`src/rtl/instr_fetch_buffer.sv`:
```
// -----------------------------------------------------------------------------
// instr_fetch_buffer
//
// Instruction-fetch front end that drives the memory wrapper's instruction
// port (port 1). It owns the PC and keeps at most one read outstanding. Each
// returned word is queued together with its PC in a small FIFO, and decode
// drains that FIFO through a valid/ready handshake. A redirect never alters the
// address of a request that is still in flight. The old response is awaited
// in DROP and then thrown away.
//
// State table
//   state | meaning
//   IDLE  | no request outstanding (FIFO full, or just out of reset)
//   REQ   | request at pc outstanding; response is pushed into the FIFO
//   DROP  | stale request outstanding; response is discarded, then pc<=target
//
// Ports
//   CLK          in   clock, rising-edge
//   RST          in   asynchronous active-high reset
//   MEM_ADDR1    out  fetch address (the pc register)
//   MEM_READ1    out  fetch request, high in REQ and DROP
//   MEM_DOUT1    in   returned instruction word
//   MEM_VALID1   in   one-cycle response strobe
//   REDIRECT     in   one-cycle request for a new fetch stream
//   REDIRECT_PC  in   new stream address (low two bits ignored)
//   IF_VALID     out  FIFO head is valid
//   IF_INSTR     out  instruction at FIFO head
//   IF_PC        out  PC of FIFO head
//   IF_READY     in   decode accepts the head entry
// -----------------------------------------------------------------------------
module instr_fetch_buffer #(
  parameter int          DEPTH    = 4,
  parameter logic [31:0] RESET_PC = 32'h0000_0000
) (
  input  logic        CLK,
  input  logic        RST,
  output logic [31:0] MEM_ADDR1,
  output logic        MEM_READ1,
  input  logic [31:0] MEM_DOUT1,
  input  logic        MEM_VALID1,
  input  logic        REDIRECT,
  input  logic [31:0] REDIRECT_PC,
  output logic        IF_VALID,
  output logic [31:0] IF_INSTR,
  output logic [31:0] IF_PC,
  input  logic        IF_READY
);

  localparam int AW = (DEPTH > 1) ? $clog2(DEPTH) : 1;
  localparam int CW = AW + 1;
  localparam logic [CW-1:0] DEPTH_C = CW'(DEPTH);

  localparam logic [1:0] S_IDLE = 2'd0;
  localparam logic [1:0] S_REQ  = 2'd1;
  localparam logic [1:0] S_DROP = 2'd2;

  logic [1:0]    state, state_nxt;
  logic [31:0]   pc, pc_nxt;
  logic [31:0]   target, target_nxt;

  logic [31:0]   instr_q [DEPTH];
  logic [31:0]   pc_q    [DEPTH];
  logic [AW-1:0] rd_ptr, wr_ptr;
  logic [CW-1:0] count, count_next;

  logic [31:0]   redirect_pc_al;
  logic          push, pop, room;

  assign redirect_pc_al = REDIRECT_PC & 32'hFFFF_FFFC;

  // A redirect squashes the head presented in the same cycle, so it blocks pop.
  assign pop  = IF_VALID && IF_READY && !REDIRECT;
  assign push = (state == S_REQ) && MEM_VALID1 && !REDIRECT;

  assign count_next = count + {{(CW-1){1'b0}}, push} - {{(CW-1){1'b0}}, pop};
  assign room       = (count_next < DEPTH_C);

  assign MEM_ADDR1 = pc;
  assign MEM_READ1 = (state == S_REQ) || (state == S_DROP);

  assign IF_VALID = (count != '0);
  assign IF_INSTR = instr_q[rd_ptr];
  assign IF_PC    = pc_q[rd_ptr];

  // ---------------------------------------------------------------------------
  // Next-state / pc / target
  // ---------------------------------------------------------------------------
  always_comb begin
    state_nxt  = state;
    pc_nxt     = pc;
    target_nxt = target;
    case (state)
      S_IDLE: begin
        if (REDIRECT) begin
          pc_nxt    = redirect_pc_al;
          state_nxt = S_REQ;
        end else if (room) begin
          state_nxt = S_REQ;
        end
      end
      S_REQ: begin
        if (REDIRECT) begin
          if (MEM_VALID1) begin
            // Request already completed: the new stream can start right away.
            pc_nxt = redirect_pc_al;
          end else begin
            // Request still in flight: pc must not move until it returns.
            target_nxt = redirect_pc_al;
            state_nxt  = S_DROP;
          end
        end else if (MEM_VALID1) begin
          pc_nxt    = pc + 32'd4;
          state_nxt = room ? S_REQ : S_IDLE;
        end
      end
      S_DROP: begin
        if (MEM_VALID1) begin
          pc_nxt    = REDIRECT ? redirect_pc_al : target;
          state_nxt = S_REQ;
        end else if (REDIRECT) begin
          target_nxt = redirect_pc_al;
        end
      end
      default: begin
        state_nxt = S_IDLE;
      end
    endcase
  end

  always_ff @(posedge CLK or posedge RST) begin
    if (RST) begin
      state  <= S_IDLE;
      pc     <= RESET_PC;
      target <= 32'h0;
    end else begin
      state  <= state_nxt;
      pc     <= pc_nxt;
      target <= target_nxt;
    end
  end

  // ---------------------------------------------------------------------------
  // FIFO
  // ---------------------------------------------------------------------------
  // Storage is cleared on reset so the head reads as zero out of reset.
  always_ff @(posedge CLK or posedge RST) begin
    if (RST) begin
      for (int i = 0; i < DEPTH; i++) begin
        instr_q[i] <= 32'h0;
        pc_q[i]    <= 32'h0;
      end
    end else if (push) begin
      instr_q[wr_ptr] <= MEM_DOUT1;
      pc_q[wr_ptr]    <= pc;
    end
  end

  always_ff @(posedge CLK or posedge RST) begin
    if (RST) begin
      rd_ptr <= '0;
      wr_ptr <= '0;
      count  <= '0;
    end else if (REDIRECT) begin
      rd_ptr <= '0;
      wr_ptr <= '0;
      count  <= '0;
    end else begin
      if (push) wr_ptr <= wr_ptr + AW'(1);
      if (pop)  rd_ptr <= rd_ptr + AW'(1);
      count <= count_next;
    end
  end

endmodule

```
`config.mk`:
```
export PLATFORM = sky130hd
export DESIGN_NAME = instr_fetch_buffer
export DESIGN_NICKNAME = d
export VERILOG_FILES = /design/src/rtl/instr_fetch_buffer.sv
export SDC_FILE = /design/constraint.sdc
export NUM_CORES = 1
export LEC_CHECK = 0
export BUFFER_PORTS_ARGS = -buffer_cell sky130_fd_sc_hd__buf_2
export CORE_ASPECT_RATIO = 1.5
export CORE_MARGIN = 2
export CORE_UTILIZATION = 50
export CTS_BUF_LIST = sky130_fd_sc_hd__clkbuf_8
export CTS_CLUSTER_DIAMETER = 60
export DETAILED_ROUTE_END_ITERATION = 8
export MAX_ROUTING_LAYER = met4
export PLACE_DENSITY = 0.73
export REMOVE_ABC_BUFFERS = 1
export SYNTH_ARGS = -nofsm -noshare
export SYNTH_HDL_FRONTEND = slang
export SYNTH_SLANG_ARGS = --single-unit
```
`constraint.sdc`:
```
create_clock -name CLK -period 13.2 [get_ports CLK]
set_clock_uncertainty 0.15 [all_clocks]
set_input_delay 2.64 -clock CLK [delete_from_list [all_inputs] [get_ports CLK]]
set_output_delay 2.64 -clock CLK [all_outputs]
set_load 0.05 [all_outputs]
```
==> Yosys cells after proc, flatten, opt, wreduce, memory -nomap -nowiden <==
Index checks and enable logic that the tools add are counted.
W data, S select, Z words.
{ "totals": {"reg_bits": 329, "input_bits": 69, "output_inout_bits": 98, "word_cells": 86} }
{ "op_classes": {"add_sub_neg": 5, "n_lt_le_gt_ge": 4, "n_eq_ne": 11, "muxes": 34, "n_bitwise": 2, "reduce_logical": 16} }
{ "ops": {"columns": ["cell", "count"], "rows": [
  ["$mux W32", 14],
  ["$bwmux W128", 2],
  ["$bmux W32 S2", 2],
  ["$pmux W32 S3", 1],
  ["$demux W32 S2", 1],
  ["$pmux W32 S2", 1],
  ["$add A32 B3 Y32 const B", 1],
  ["$mux W2", 10],
  ["$ne A2 B2 Y1 const B", 6],
  ["$reduce_and A4 Y1", 3],
  ["$ne A3 B3 Y1 const B", 3],
  ["$ge A3 B3 Y1 const B", 2],
  ["$not A2 Y3", 2],
  ["$pmux W2 S3", 1],
  ["$reduce_bool A2 Y1", 3],
  ["$reduce_bool A3 Y1", 2],
  ["$logic_and A1 B1 Y1", 5],
  ["$add A2 B1 Y2 const B", 2],
  ["$add A3 B1 Y3", 1],
  ["$lt A3 B1 Y1 const B", 1],
  ["$lt A3 B3 Y1 const B", 1],
  ["$mux W3", 1],
  ["$sub A3 B1 Y3", 1],
  ["$eq A2 B1 Y1 const B", 1],
  ["5 further kinds", 5]
]} }

==> Logic depth before layout (Yosys ltp) <==
{ "logic_depth": {"word_depth": 10, "ltp_mapped": 17, "mapped_depth_nobuf": 14} }

==> Least setup slack after synthesis <==
Ideal clock, no wire load.
{ "synth_path": {"kind": "input to register", "from": "input REDIRECT", "to": "register state[0]", "setup_time_ns": 0.125, "t_arrival_ns": 5.236, "required_time_ns": 12.925, "slack_ns": 7.689, "path_stages": 14, "n_path_buf": 3, "cell_sequence": "buf_2 buf_1 clkbuf_1 nor2_1 ha_1 inv_1 ha_1 inv_1 fa_1 xor2_1 xnor2_1 nor2_1 a21o_1 mux2_2"} }
{ "synth_between": {"elab_chain_cells": 9, "elab_cells_between_ends": 15, "cone_classes": "2 x add/sub; 1 x order compare; 3 x eq/ne; 5 x mux; 4 x reduce/logical"} }
{ "synth_rtl": {"columns": ["item", "line", "rtl"], "rows": [
  ["from (decl)", "41", "input logic REDIRECT,"],
  ["$logic_not A1 Y1", "72, 73", null],
  ["$logic_and A1 B1 Y1", "73", "assign push = (state == S_REQ) && MEM_VALID1 && !REDIRECT;"],
  ["$add A3 B1 Y3", "75", "assign count_next = count + {{(CW-1){1'b0}}, push} - {{(CW-1){1'b0}}, pop};"],
  ["$sub A3 B1 Y3", "75", null],
  ["$lt A3 B3 Y1", "76", "assign room = (count_next < DEPTH_C);"],
  ["$mux W1", "113", "state_nxt = room ? S_REQ : S_IDLE;"],
  ["$mux W2", "111", "end else if (MEM_VALID1) begin"],
  ["$mux W2", "102", "if (REDIRECT) begin"],
  ["$pmux W2 S3", "92", "case (state)"],
  ["to (signal assigned)", "136", "state <= state_nxt;"],
  ["to (decl)", "57", "logic [1:0] state, state_nxt;"]
]} }
Several ways; a longest one is shown, not always the timed one. The select of a mux whose other input is x is not followed.
A chain may end at the register's enable or synchronous reset.

==> Final worst setup path <==
{ "layout_path": {"from": "register rd_ptr[0]", "to": "output IF_PC[29]"} }
{ "layout_between": {"elab_chain_cells": 4} }
{ "layout_rtl": {"columns": ["item", "line", "rtl"], "rows": [
  ["from (decl)", "63", "logic [AW-1:0] rd_ptr, wr_ptr;"],
  ["from (signal assigned)", "169", "if (pop) rd_ptr <= rd_ptr + AW'(1);"],
  ["$not A2 Y3 (implied by the code)", "83", "assign IF_PC = pc_q[rd_ptr];"],
  ["$bmux W32 S2", "83", null],
  ["$mux W32 (implied by the code) (2 in series)", "83", null],
  ["to (decl)", "45", "output logic [31:0] IF_PC,"]
]} }
No other way between the ends. The select of a mux whose other input is x is not followed.

==> summary.txt <==
Logic synthesis
  – Yosys reg bits: 329
  – Asr flop ratio synth: 1.00
  – Synthesized area per cell: approximately 14 um2
  – Post-synth top cells: dfrtp_1 (329), mux2_2 (274), o21ai_0 (66)
  – Sequential-to-total area share from yosys stat: 0.540
  – Synth Flop Type: dfrtp_1
  – Most frequent cell after synthesis: dfrtp_1
  – Area leader, netlist: dfrtp_1
  – Post-Syn Area: 0.0152 mm2
  – Syn Inst Count: 1,111
  – Post-synth EDFFs: 0
  – Top cell type's share of synthesized area: 0.540
  – Synth cell types: 58
  – Yosys synthesis warning count: 0
  – Synth area leaders: dfrtp_1 (54%), mux2_2 (20%), mux4_2 (9.5%)

Power and ir drop
  – NetSw: 1.84 mW
  – Flop pwr share: 0.378
  – Share of total power in the clock network: 0.182
  – Leak: 8.12 nW
  – Logic pwr share: 0.440
  – Pwr per Cell Area: between 200 and 250 mW/mm2
  – Internal power: about 2.5 mW
  – Sw Share: 0.425
  – Worst vdd ir: between 0.0001 and 0.00015 V

Floorplan
  – Core footprint: around 0.03 mm2
  – Die Width: 147 um
  – Rows: 78
  – I/O Pins: 167
  – Die Y-Extent: 218 um
  – Die area: 0.0319 mm2
  – Initial Util: 0.505

Timing
  – Minimum clock period: 5.87 ns
  – Worst-margin pin slew: 1.08 ns
  – Setup WS post-layout: between 7 and 8 ns
  – Slew Limit Fails: 0
  – Slew HR: 0.279
  – Final Hold Viols: 0
  – Fin Setup TNS: 0 ns
  – RSZ-0062 raised after global routing: no
  – Period utilisation layout: 0.445
  – Final Setup Violations: 0
  – Fmax: 0.170 GHz

Placement
  – GPL Wtd Cong: 0.827
  – Port bufs: roughly 160
  – Final HPWL DP: 22.0 mm
  – Setup WS pre-CTS: 7.75 ns

Worst setup path
  – CP Capture Type: primary output
  – Slowest CP cell: dfrtp_4
  – Reg2Reg Depth: 14
  – Critical path cell sequence: buf_4, mux4_2, buf_2
  – Worst Setup Start Kind: flip-flop
  – CP max FO: 35
  – Worst Path Required: 10.41 ns
  – Crit-path max cell delay: a little under 0.9 ns
  – Arr. time, crit path: 3.08 ns
  – Buf/Inv on CP: 2
  – Kind of critical path: reg2out
  – Top delay family on crit path: buffers and inverters
  – Levels on crit path: 3

Clock network
  – Bufs on Longest Clock Path: 3
  – Post-CTS setup buffer count: 0
  – CTS Buf Count: 50
  – Resize count post-CTS: 0
  – Clock Pin Slew Worst Setup and Hold Paths: 0.06 ns
  – CTS Sinks: 329
  – Clock Root Buffer: clkbuf_8
  – Skew-Pair Late Insertion Delay: 0.57 ns
  – Hold buffers post-CTS: 0
  – CTS tree: done
  – H-tree Lvls: 2

Global routing
  – First-pass GRT wire length: roughly 57 mm
  – Largest net degree at the start of global routing: ~110
  – Antenna violations before repair: 4
  – GRT Util Overall: 0.233
  – Vias in the first global route: roughly 11,000
  – Total gr overflow: 0

Routing
  – Residual DRC: 0
  – Drt via density: 5.83
  – 1st-iter DRT viols: 482
  – Final wirelength: 35.1 mm
  – Vias: 9,870
  – WL per Instance: slightly above 20 um
  – Drt pass-1 iters: 5
  – Final antenna-violating net count: 0

Finish
  – Nets@finish: 1,340
  – Layout cell share with drive strength beyond 1: 0.463
  – FILL cells: 2,455
  – Area Growth Syn to Fin: 13.8%

Hold path
  – Hold Path Cell Cnt: 2
  – Worst Hold Class: reg2reg

Job
  – Max-Cap Viols: 0

Status
  – Status: finished clean
power by group through the flow:
stage	logic (mW)	registers [mW]	clock network (mW)
6_report	1.90	1.63	0.786
5_1_grt	2.03	1.69	0.861
4_1_cts	1.92	1.64	0.814
3_5_place_dp	1.92	1.65	0
3_3_place_gp	1.88	1.63	0
2_1_floorplan	1.38	1.72	0
flip-flops by register name, indices dropped and copies added (netlist names):
register   count
instr_q      128
pc_q         128
MEM_ADDR1     32
target        32
count          3
rd_ptr         2
state          2
wr_ptr         2
through the flow:
step	utilization	instance area, um2	total power [mW]	hold WS (ns)	std cells
2_1_floorplan	-	14900	3.10	0.295	1027
5_1_grt	0.575	17300	4.58	0.358	1693
4_1_cts	0.575	17300	4.37	0.333	1689
6_report	0.575	17300	4.32	0.330	1694
3_5_place_dp	0.544	16400	3.57	0.318	1606
3_3_place_gp	0.544	16400	3.51	0.306	1606
layer usage:
metal | up-vias | wire length, um | track usage
li1 | 4418 | - | -
met1 | 5119 | 14400 | 0.283
met2 | 258 | 18300 | 0.398
met3 | 75 | 1440 | 0.0362
met4 | 0 | 926 | 0.0861
met5 | - | 0 | -
final timing paths:
| path | startpoint | end | slack, ns |
|---|---|---|---|
| worst max-delay path | rd_ptr[0] | IF_PC[29] | 7.33 |
| worst min-delay path | pc_q[21] | pc_q[21] | 0.33 |
| worst max register to register | state[1] | state[0] | 9.86 |
| worst min register to register | pc_q[21] | pc_q[21] | 0.33 |
| max in group asynchronous | RST | instr_q[35] | 8.63 |
| min in group asynchronous | RST | instr_q[122] | 2.08 |
layout make-up:
class / count / area (um2) / share of cell area
tap: 400 / 500 / 0.0289
timing repair buffer: 179 / 933 / 0.0538
clock inverter: 22 / 85.1 / 0.00491
multi-input combinational: 683 / 6670 / 0.384
sequential: 329 / 8240 / 0.475
clock buffer: 61 / 840 / 0.0484
inverter: 15 / 63.8 / 0.00368
antenna: 5 / 12.5 / 0.000722
tightest hold or removal path, delay by kind of cell (launching register included):
kind | cells | cell delay, ns
flops | 1 | 0.34
compound gates | 1 | 0.06
simple gates | 1 | 0.05
cells in the final DEF (no fill, tap or decap), types with 3 or more instances in the layout:
cell,netlist,final
a21oi_1,14,14
a221oi_1,6,6
a222oi_1,8,8
a22o_1,6,6
a22oi_1,7,7
a31oi_1,4,4
and2_1,3,3
and3_1,3,3
and4_1,3,3
buf_2,13,164
buf_4,0,15
clkbuf_8,0,61
dfrtp_1,329,327
diode_2,0,5
ha_1,12,12
inv_1,13,32
mux2_2,274,274
mux4_2,64,64
nand2_1,57,57
nand3_1,19,15
nand3_4,0,4
nand4_1,6,6
nor2_1,47,46
nor2b_1,5,4
nor3_1,10,10
nor4_1,4,4
o211ai_1,6,6
o21ai_0,66,66
o2bb2ai_1,6,6
o31ai_1,3,3
or3_1,6,6
or4_1,5,5
xnor2_1,6,6
xor2_1,4,4
kinds of logic after synthesis:
kind of cell | share of synthesized area
multiplexers | 0.298
flip-flops | 0.540
AND/OR/NAND/NOR | 0.0559
AO/OA/AOI/OAI | 0.0633
buffers and inverters | 0.0259
adder cells (fa/ha/maj) | 0.0112
XOR/XNOR | 0.00575
No activity file was read; power rests on OpenSTA's default activity.
